File: config.mk
export PLATFORM = sky130hd
export DESIGN_NAME = multi_click_stamper
export DESIGN_NICKNAME = d
export VERILOG_FILES = /design/src/rtl/multi_click_stamper.sv
export SDC_FILE = /design/constraint.sdc
export NUM_CORES = 1
export LEC_CHECK = 0
export ABC_AREA = 1
export BUFFER_PORTS_ARGS = -buffer_cell sky130_fd_sc_hd__buf_4
export CORE_ASPECT_RATIO = 1.75
export CORE_MARGIN = 4
export CORE_UTILIZATION = 30
export DETAILED_ROUTE_END_ITERATION = 7
export HOLD_SLACK_MARGIN = 0.12
export PLACE_DENSITY_LB_ADDON = 0.1
export RECOVER_POWER = 50
export SLEW_MARGIN = 20
export SYNTH_ARGS = -nofsm -noshare
export SYNTH_HDL_FRONTEND = slang
export SYNTH_SLANG_ARGS = --single-unit
File: constraint.sdc
create_clock -name clk -period 3.7 [get_ports clk]
set_clock_uncertainty 0.15 [all_clocks]
set_input_delay 0.37 -clock clk [delete_from_list [all_inputs] [get_ports clk]]
set_output_delay 0.37 -clock clk [all_outputs]
set_load 0.05 [all_outputs]
File: src/rtl/multi_click_stamper.sv
// -----------------------------------------------------------------------------
// multi_click_stamper
//
// Timestamps coincident pulses on N_CHANNELS detector inputs against a
// free-running TIMER_WIDTH counter. Each cycle with at least one enabled hit,
// or with the timer at zero while `operate` is set, produces one record.
// Records are queued in an internal FIFO and presented show-ahead on a
// valid/ready interface. Records that find the FIFO full are dropped, and the
// next record that is stored carries a sticky "lost" flag.
//
// Record layout (DATA_W = TIMER_WIDTH + 2 + N_CHANNELS):
//   [TIMER_WIDTH-1:0]         timestamp (timer value before the edge's update)
//   [TIMER_WIDTH]             wrap flag (timer was zero)
//   [TIMER_WIDTH+1]           lost flag (earlier records were dropped)
//   [DATA_W-1:TIMER_WIDTH+2]  channel hit vector
//
// Ports:
//   clk           sole clock, rising edge
//   reset         synchronous, active-high; overrides every other input
//   channel       synchronised detector pulses
//   channel_mask  1 = channel enabled
//   clear         loads zero into the timer at the next edge
//   operate       enables wrap-marker records
//   out_ready     downstream accepts the current record
//   out_valid     `data` holds a record
//   data          record at the FIFO head, zero when empty
//   fifo_level    total number of buffered records
// -----------------------------------------------------------------------------
module multi_click_stamper #(
  parameter int N_CHANNELS  = 4,
  parameter int TIMER_WIDTH = 36,
  parameter int FIFO_DEPTH  = 8,
  parameter int EDGE_MODE   = 0,
  localparam int DATA_W     = TIMER_WIDTH + 2 + N_CHANNELS,
  localparam int LVL_W      = $clog2(FIFO_DEPTH) + 1
) (
  input  logic                  clk,
  input  logic                  reset,
  input  logic [N_CHANNELS-1:0] channel,
  input  logic [N_CHANNELS-1:0] channel_mask,
  input  logic                  clear,
  input  logic                  operate,
  input  logic                  out_ready,
  output logic                  out_valid,
  output logic [DATA_W-1:0]     data,
  output logic [LVL_W-1:0]      fifo_level
);

  localparam int PTR_W = $clog2(FIFO_DEPTH);

  logic [TIMER_WIDTH-1:0] timer;
  logic [N_CHANNELS-1:0]  channel_q;
  logic [N_CHANNELS-1:0]  hit;
  logic                   lost;
  logic                   wrap;
  logic                   gen;
  logic                   rd;
  logic                   wr;
  logic                   load;
  logic [DATA_W-1:0]      record;

  // Storage behind the output register. Total occupancy is mem_cnt plus the
  // output register, so a record written at edge E reaches the output at E+1.
  logic [DATA_W-1:0]      mem [FIFO_DEPTH];
  logic [PTR_W-1:0]       wr_ptr;
  logic [PTR_W-1:0]       rd_ptr;
  logic [LVL_W-1:0]       mem_cnt;
  logic [DATA_W-1:0]      head;
  logic                   head_valid;

  // NOTE: every signal driven here gets a value on every path, so no latch.
  always_comb begin
    hit = channel & channel_mask;
    if (EDGE_MODE != 0) begin
      hit = channel & ~channel_q & channel_mask;
    end
    wrap       = (timer == '0);
    gen        = (|hit) || (wrap && operate);
    rd         = head_valid && out_ready;
    fifo_level = mem_cnt + LVL_W'(head_valid);
    // A full FIFO still accepts a record when the head leaves in the same cycle.
    wr         = gen && ((fifo_level < LVL_W'(FIFO_DEPTH)) || rd);
    record     = {hit, lost, wrap, timer};
    // Refill the output register whenever it is empty or being consumed.
    load       = (mem_cnt != '0) && (!head_valid || rd);
  end

  // NOTE: state registers use non-blocking assignments so every flop samples
  // the pre-edge values, regardless of statement order.
  always_ff @(posedge clk) begin
    if (reset) begin
      timer      <= '0;
      channel_q  <= '0;
      lost       <= 1'b0;
      wr_ptr     <= '0;
      rd_ptr     <= '0;
      mem_cnt    <= '0;
      head       <= '0;
      head_valid <= 1'b0;
    end else begin
      timer     <= clear ? '0 : timer + TIMER_WIDTH'(1);
      channel_q <= channel;

      // The stored record already carries the sticky flag, so clear it there.
      if (wr) begin
        lost <= 1'b0;
      end else if (gen) begin
        lost <= 1'b1;
      end

      wr_ptr  <= wr_ptr + PTR_W'(wr);
      rd_ptr  <= rd_ptr + PTR_W'(load);
      mem_cnt <= mem_cnt + LVL_W'(wr) - LVL_W'(load);

      if (load) begin
        head       <= mem[rd_ptr];
        head_valid <= 1'b1;
      end else if (rd) begin
        head       <= '0;
        head_valid <= 1'b0;
      end
    end
  end

  // NOTE: the storage array is deliberately not reset; the pointers and count
  // define which entries are meaningful, and this keeps it mappable to RAM.
  always_ff @(posedge clk) begin
    if (wr) begin
      mem[wr_ptr] <= record;
    end
  end

  assign out_valid = head_valid;
  assign data      = head;

endmodule

== Yosys cells after proc, flatten, opt, wreduce, memory -nomap -nowiden ==
Memory sizes are Yosys's and may differ from the RTL's. A register that Yosys moved wholly into a read port is not among the register bits.
Index checks and enable logic that the tools add are counted.

* Bits of input ports: 13
* Word-level logic and storage cells: 37
* Register bits after elaboration: 90
* Output and inout bits: 47
* Memories: 1
* Memory bits (writable): 336

* Magnitude comparators: 1
* Bitwise logic cells: 1
* Add/sub/neg operators: 6
* Reduce and logical (&&, ||, !) cells: 14
* Multiplexer cells: 7

{| class="wikitable"
|+ Memory list
! memory !! depth !! bits a word !! rd ports !! clocked after Yosys merged registers in !! wr ports !! RTL line !! text
|-
| mem || 8 || 42 || 1 || 1 || 1 || 64 || <nowiki>logic [DATA_W-1:0] mem [FIFO_DEPTH];</nowiki>
|}

{| class="wikitable"
|+ Operators with widths
! kind !! count
|-
| 2-to-1 mux 42 bit || 2
|-
| adder 36 x 1 -> 36 bit (second input constant) || 1
|-
| logical NOT 36 bit || 1
|-
| adder 4 x 1 -> 4 bit || 2
|-
| adder 3 x 1 -> 3 bit || 2
|-
| bitwise AND 4 bit || 1
|-
| logical AND 1 bit || 4
|-
| less-than comparator 4 bit (second input constant) || 1
|-
| 2-to-1 mux 1 bit || 4
|-
| nonzero test 4 bit || 1
|-
| OR reduction 2 bit || 2
|-
| OR reduction 4 bit || 1
|-
| subtractor 4 x 1 -> 4 bit || 1
|-
| logical OR 1 bit || 3
|-
| 2-to-1 mux 3 bit || 1
|-
| nonzero test 2 bit || 1
|-
| logical NOT 1 bit || 1
|}

== Longest topological paths before layout ==
* Word-level depth: 6
* Mapped depth: 13
* Mapped depth without buffers: 13

== Worst setup path after synthesis ==
No wires, ideal clock.

* Kind: flip-flop to flip-flop
* Start: register head_valid, in the netlist out_valid
* End: memory mem[0][0] in the netlist's numbering (enable)
* Clock period less this slack: 3.650 ns
* Required time: 3.108 ns
* Data arrival time: 3.058 ns
* Library setup time: 0.442 ns
* Setup slack: 0.050 ns
* Stages on the path, launching flop included: 6
* Path buffers: 0
* Cells stage by stage: dfxtp_1 > ha_1 > nand3_1 > nand2_1 > o21ai_1 > nor2_1

* Longest elaborated chain between the ends: 6
* Elaborated cells between the ends (all ways): 7
* Those cells by class: add/sub (1); order compare (1); mux (2); reduce/logical (3)

{| class="wikitable"
|+ RTL lines
! element !! RTL line !! text
|-
| start, declared || 69 || <nowiki>logic head_valid;</nowiki>
|-
| start signal, assigned || 99 || <nowiki>head_valid <= 1'b0;</nowiki>
|-
| start signal, assigned || 117 || <nowiki>head_valid <= 1'b1;</nowiki>
|-
| start signal, assigned || 120 || <nowiki>head_valid <= 1'b0;</nowiki>
|-
| adder 4 x 1 -> 4 bit || 80 || <nowiki>fifo_level = mem_cnt + LVL_W'(head_valid);</nowiki>
|-
| less-than comparator 4 bit || 82 || <nowiki>wr = gen && ((fifo_level < LVL_W'(FIFO_DEPTH)) || rd);</nowiki>
|-
| logical OR 1 bit * || 82 ||
|-
| logical AND 1 bit * || 82 ||
|-
| 2-to-1 mux 1 bit * || 128 || <nowiki>if (wr) begin</nowiki>
|-
| 2-to-1 mux 1 bit (implied by the code) * || 129 || <nowiki>mem[wr_ptr] <= record;</nowiki>
|-
| end, declared || 64 ||
|}

Every way passes the cells marked *; elsewhere a longest branch is shown, timed or not.

== Worst setup path after layout ==
* Start: register timer[3]
* End: memory mem[0][26] in the netlist's numbering (enable)

* Longest elaborated chain between the ends: 6

{| class="wikitable"
|+ RTL lines
! element !! RTL line !! text
|-
| start, declared || 51 || <nowiki>logic [TIMER_WIDTH-1:0] timer;</nowiki>
|-
| start signal, assigned || 101 || <nowiki>timer <= clear ? '0 : timer + TIMER_WIDTH'(1);</nowiki>
|-
| logical NOT 36 bit || 77 || <nowiki>wrap = (timer == '0);</nowiki>
|-
| logical AND 1 bit || 78 || <nowiki>gen = (|hit) || (wrap && operate);</nowiki>
|-
| logical OR 1 bit || 78 ||
|-
| logical AND 1 bit || 82 ||
|-
| 2-to-1 mux 1 bit || 128 ||
|-
| 2-to-1 mux 1 bit (implied by the code) || 129 ||
|}

Every way passes these cells.

==> impl_metrics.json <==
{
  "period_share_pct": 90.85,
  "cap_violations": 0,
  "ir_worst_vdd_uv": 398.0,
  "n_fill_cell": 5672,
  "grt_use_met2_pct": 27.67,
  "crit_path_end_kind": "flip-flop",
  "critPathLaunchType": "flip-flop",
  "ff_latch_area_um2": 11900,
  "grtUsageTotal_pct": 15.22,
  "final_common_cell": "edfxtp_1",
  "slew_violations": 0,
  "finalCriticalPeriod_ns": 3.361,
  "r2r_start": "timer[3]",
  "wirelength_um": 47480,
  "hold_path_end": "mem[0][38]",
  "vias_per_cell": 4.739,
  "final_cell_mix": "edfxtp_1 (336), nor2_1 (332), o21ai_0 (160)",
  "yosysSeqAreaShare_pct": 69.03,
  "antenna_found_initial": 0,
  "dpl.hpwl_um": 27210,
  "slowest_delay_ns": 0.73,
  "fp-row-count": 116,
  "power_density_nw_per_um2": 767.1,
  "synth_edf_count": 336,
  "crit_path_frequent_cell": "nand2_1",
  "cts-hold-fix-buffers": 3,
  "async_flop_share_pct": 0,
  "synth_cell_types": 40,
  "worst_pin_slew_ns": 1.447,
  "area_growth_pct": 14.48,
  "crit_slowest_cell": "nor2_4",
  "ios": 60,
  "wl_per_cell_um": 19.81,
  "clockBufferDepth": 3,
  "syn_nets": 1559,
  "postSynthAreaPerCell_um2": 11.25,
  "drt_iter0_markers": 608,
  "hold_path.class": "input pin to flip-flop",
  "netlist.area_leader.share_pct": 58.57,
  "ys_ff_latch": 426,
  "port_buffers": 59,
  "start_util_pct": 30.20,
  "antennaDiodeCount": 0,
  "post_cts_buffers": 0,
  "p_leak_uw": 0.006154,
  "vias": 11360,
  "crit_type": "flip-flop to flip-flop",
  "max-slew-margin-rel_pct": 3.543,
  "cp.required_ns": 3.76,
  "gp_congestion": 0.7920,
  "coreArea_um2": 57040,
  "synthCells": 1531,
  "synth_ff_type": "edfxtp_1",
  "max_freq_ghz": 0.2975,
  "yosys_warnings": 0,
  "synth_area_um2": 17230,
  "post-route-util_pct": 34.57,
  "synth_area_leaders": "edfxtp_1 (59%), dfxtp_1 (10%), nor2_1 (7.3%), o21ai_0 (4.6%), o211ai_1 (3.5%)",
  "clock_latency_ns": 0.55,
  "tritoncts": "built",
  "die_h_um": 325.0,
  "r2r-end": "mem[0][26]",
  "grt-ovfl-total": 0,
  "grt.busiest_layer": "met2",
  "die-area_um2": 61470,
  "cts_buffers": 41,
  "critPathMaxFanout": 23,
  "whs_path_depth": 3,
  "clk_pin_slew_ns": 0.06,
  "first_global_vias": 11450,
  "outcome": "finished, final reports clean",
  "fin_tns_setup_ns": 0,
  "die_w_um": 189.1,
  "final-setup-viol-count": 0,
  "post_cts_resized": 0,
  "drc": 0,
  "first_pass_iters": 5,
  "drive_above_1_share_pct": 6.871,
  "multi_input_area_um2": 4669,
  "reg2reg_depth": 11,
  "path_cells": "inv_1 -> nand2_1 -> nor2_1 -> nand2_1 -> nor2_1 -> nand3_1 -> nand2_1 -> o21ai_1 -> buf_12 -> nor2_4 -> buf_4",
  "grt_util_met1_pct": 18.61,
  "drtAntennaViolNets": 0,
  "rsz0062_at_grt": "false",
  "htreeDepth": 2,
  "layout.nets": 1630,
  "hold_start": "channel_mask[0]",
  "grt.met3_usage_pct": 1.986,
  "crit_arrival_ns": 3.42,
  "yosysTopAreaCell": "edfxtp_1",
  "grt_max_degree": 170,
  "clock_sinks": 426,
  "cts-root-buf": "clkbuf_16",
  "finalHoldViolCount": 0,
  "r2r_setup_slack_ns": 0.34,
  "grt_pass1_wl_um": 72110
}
[power by group]
group	leakage (uW)	internal [uW]	switching (uW)	total [uW]
Clock	0.000620	2360	1780	4140
Sequential	0.00362	6000	310	6310
Combinational	0.00191	1210	3470	4680
[cell usage after synthesis (9+ instances only)]
library cell	instances
nand2_1	150
buf_2	19
edfxtp_1	336
inv_1	63
nand4_1	10
o211ai_1	80
o21ai_1	21
nor3_1	12
a21oi_1	70
o21ai_0	160
ha_1	14
nor2_1	336
buf_6	9
clkbuf_1	36
nand3_1	66
dfxtp_1	90
[metal layers]
| metal | part of all wire [%] | up-vias |
|---|---|---|
| li1 | - | 5535 |
| met1 | 43 | 5593 |
| met2 | 52 | 165 |
| met3 | 2.8 | 67 |
| met4 | 2.8 | 0 |
| met5 | 0 | - |
[flip-flops by register name, summed over array words and instances (netlist names)]
signal,flops
out_valid,1
mem,336
lost,1
data,42
wr_ptr,3
mem_cnt,4
rd_ptr,3
timer,36
[layout make-up]
class / count / area share (%)
clock buffer: 54 / 5.552
multi-input combinational: 956 / 23.68
sequential: 426 / 60.35
inverter: 67 / 1.288
tap: 767 / 4.866
timing repair buffer: 110 / 3.325
clock inverter: 17 / 0.9454
[worst max path at each step]
stage,startpoint,end
6_report,timer[3],mem[0][26]
5_1_grt,timer[3],mem[0][26]
3_5_place_dp,timer[3],mem[0][24]
4_1_cts,timer[3],mem[0][31]
3_3_place_gp,timer[1],mem[0][23]
2_1_floorplan,out_valid,mem[0][0]
[kinds of logic (layout without fill, tap and decap cells)]
kind of cell / after synthesis / after routing / share of synthesized area (%)
adders and majority gates: 15 / 15 / 1.133
buffers and inverters: 149 / 248 / 3.966
DFF: 426 / 426 / 69.03
xor gates and xnor gates: 8 / 8 / 0.4067
and+or+nand+nor: 595 / 595 / 14.38
AOI/OAI and AO/OA: 338 / 338 / 11.08
[metrics by stage]
stage	cells	hold slack, ns	total power (uW)	setup slack [ns]	instance area (um^2)
after global placement	2323	0.3031	11400	0.3064	18730
after CTS	2397	0.1564	15640	0.2089	20040
after global routing	2397	0.1769	16090	0.04165	19720
after detailed placement	2323	0.3075	11430	0.2462	18730
final	2397	0.1763	15130	0.3386	19720
after floorplan	1531	0.3595	9737	0.05022	17230
[worst max-delay path: cells and delay by family (launching register included)]
family	cells	cell delay, ns
AND/OR/NAND/NOR	7	1.46
AO/OA/AOI/OAI	1	0.11
buffers and inverters	3	0.87
flip-flops	1	0.41
(Power assumes the default switching activity.)
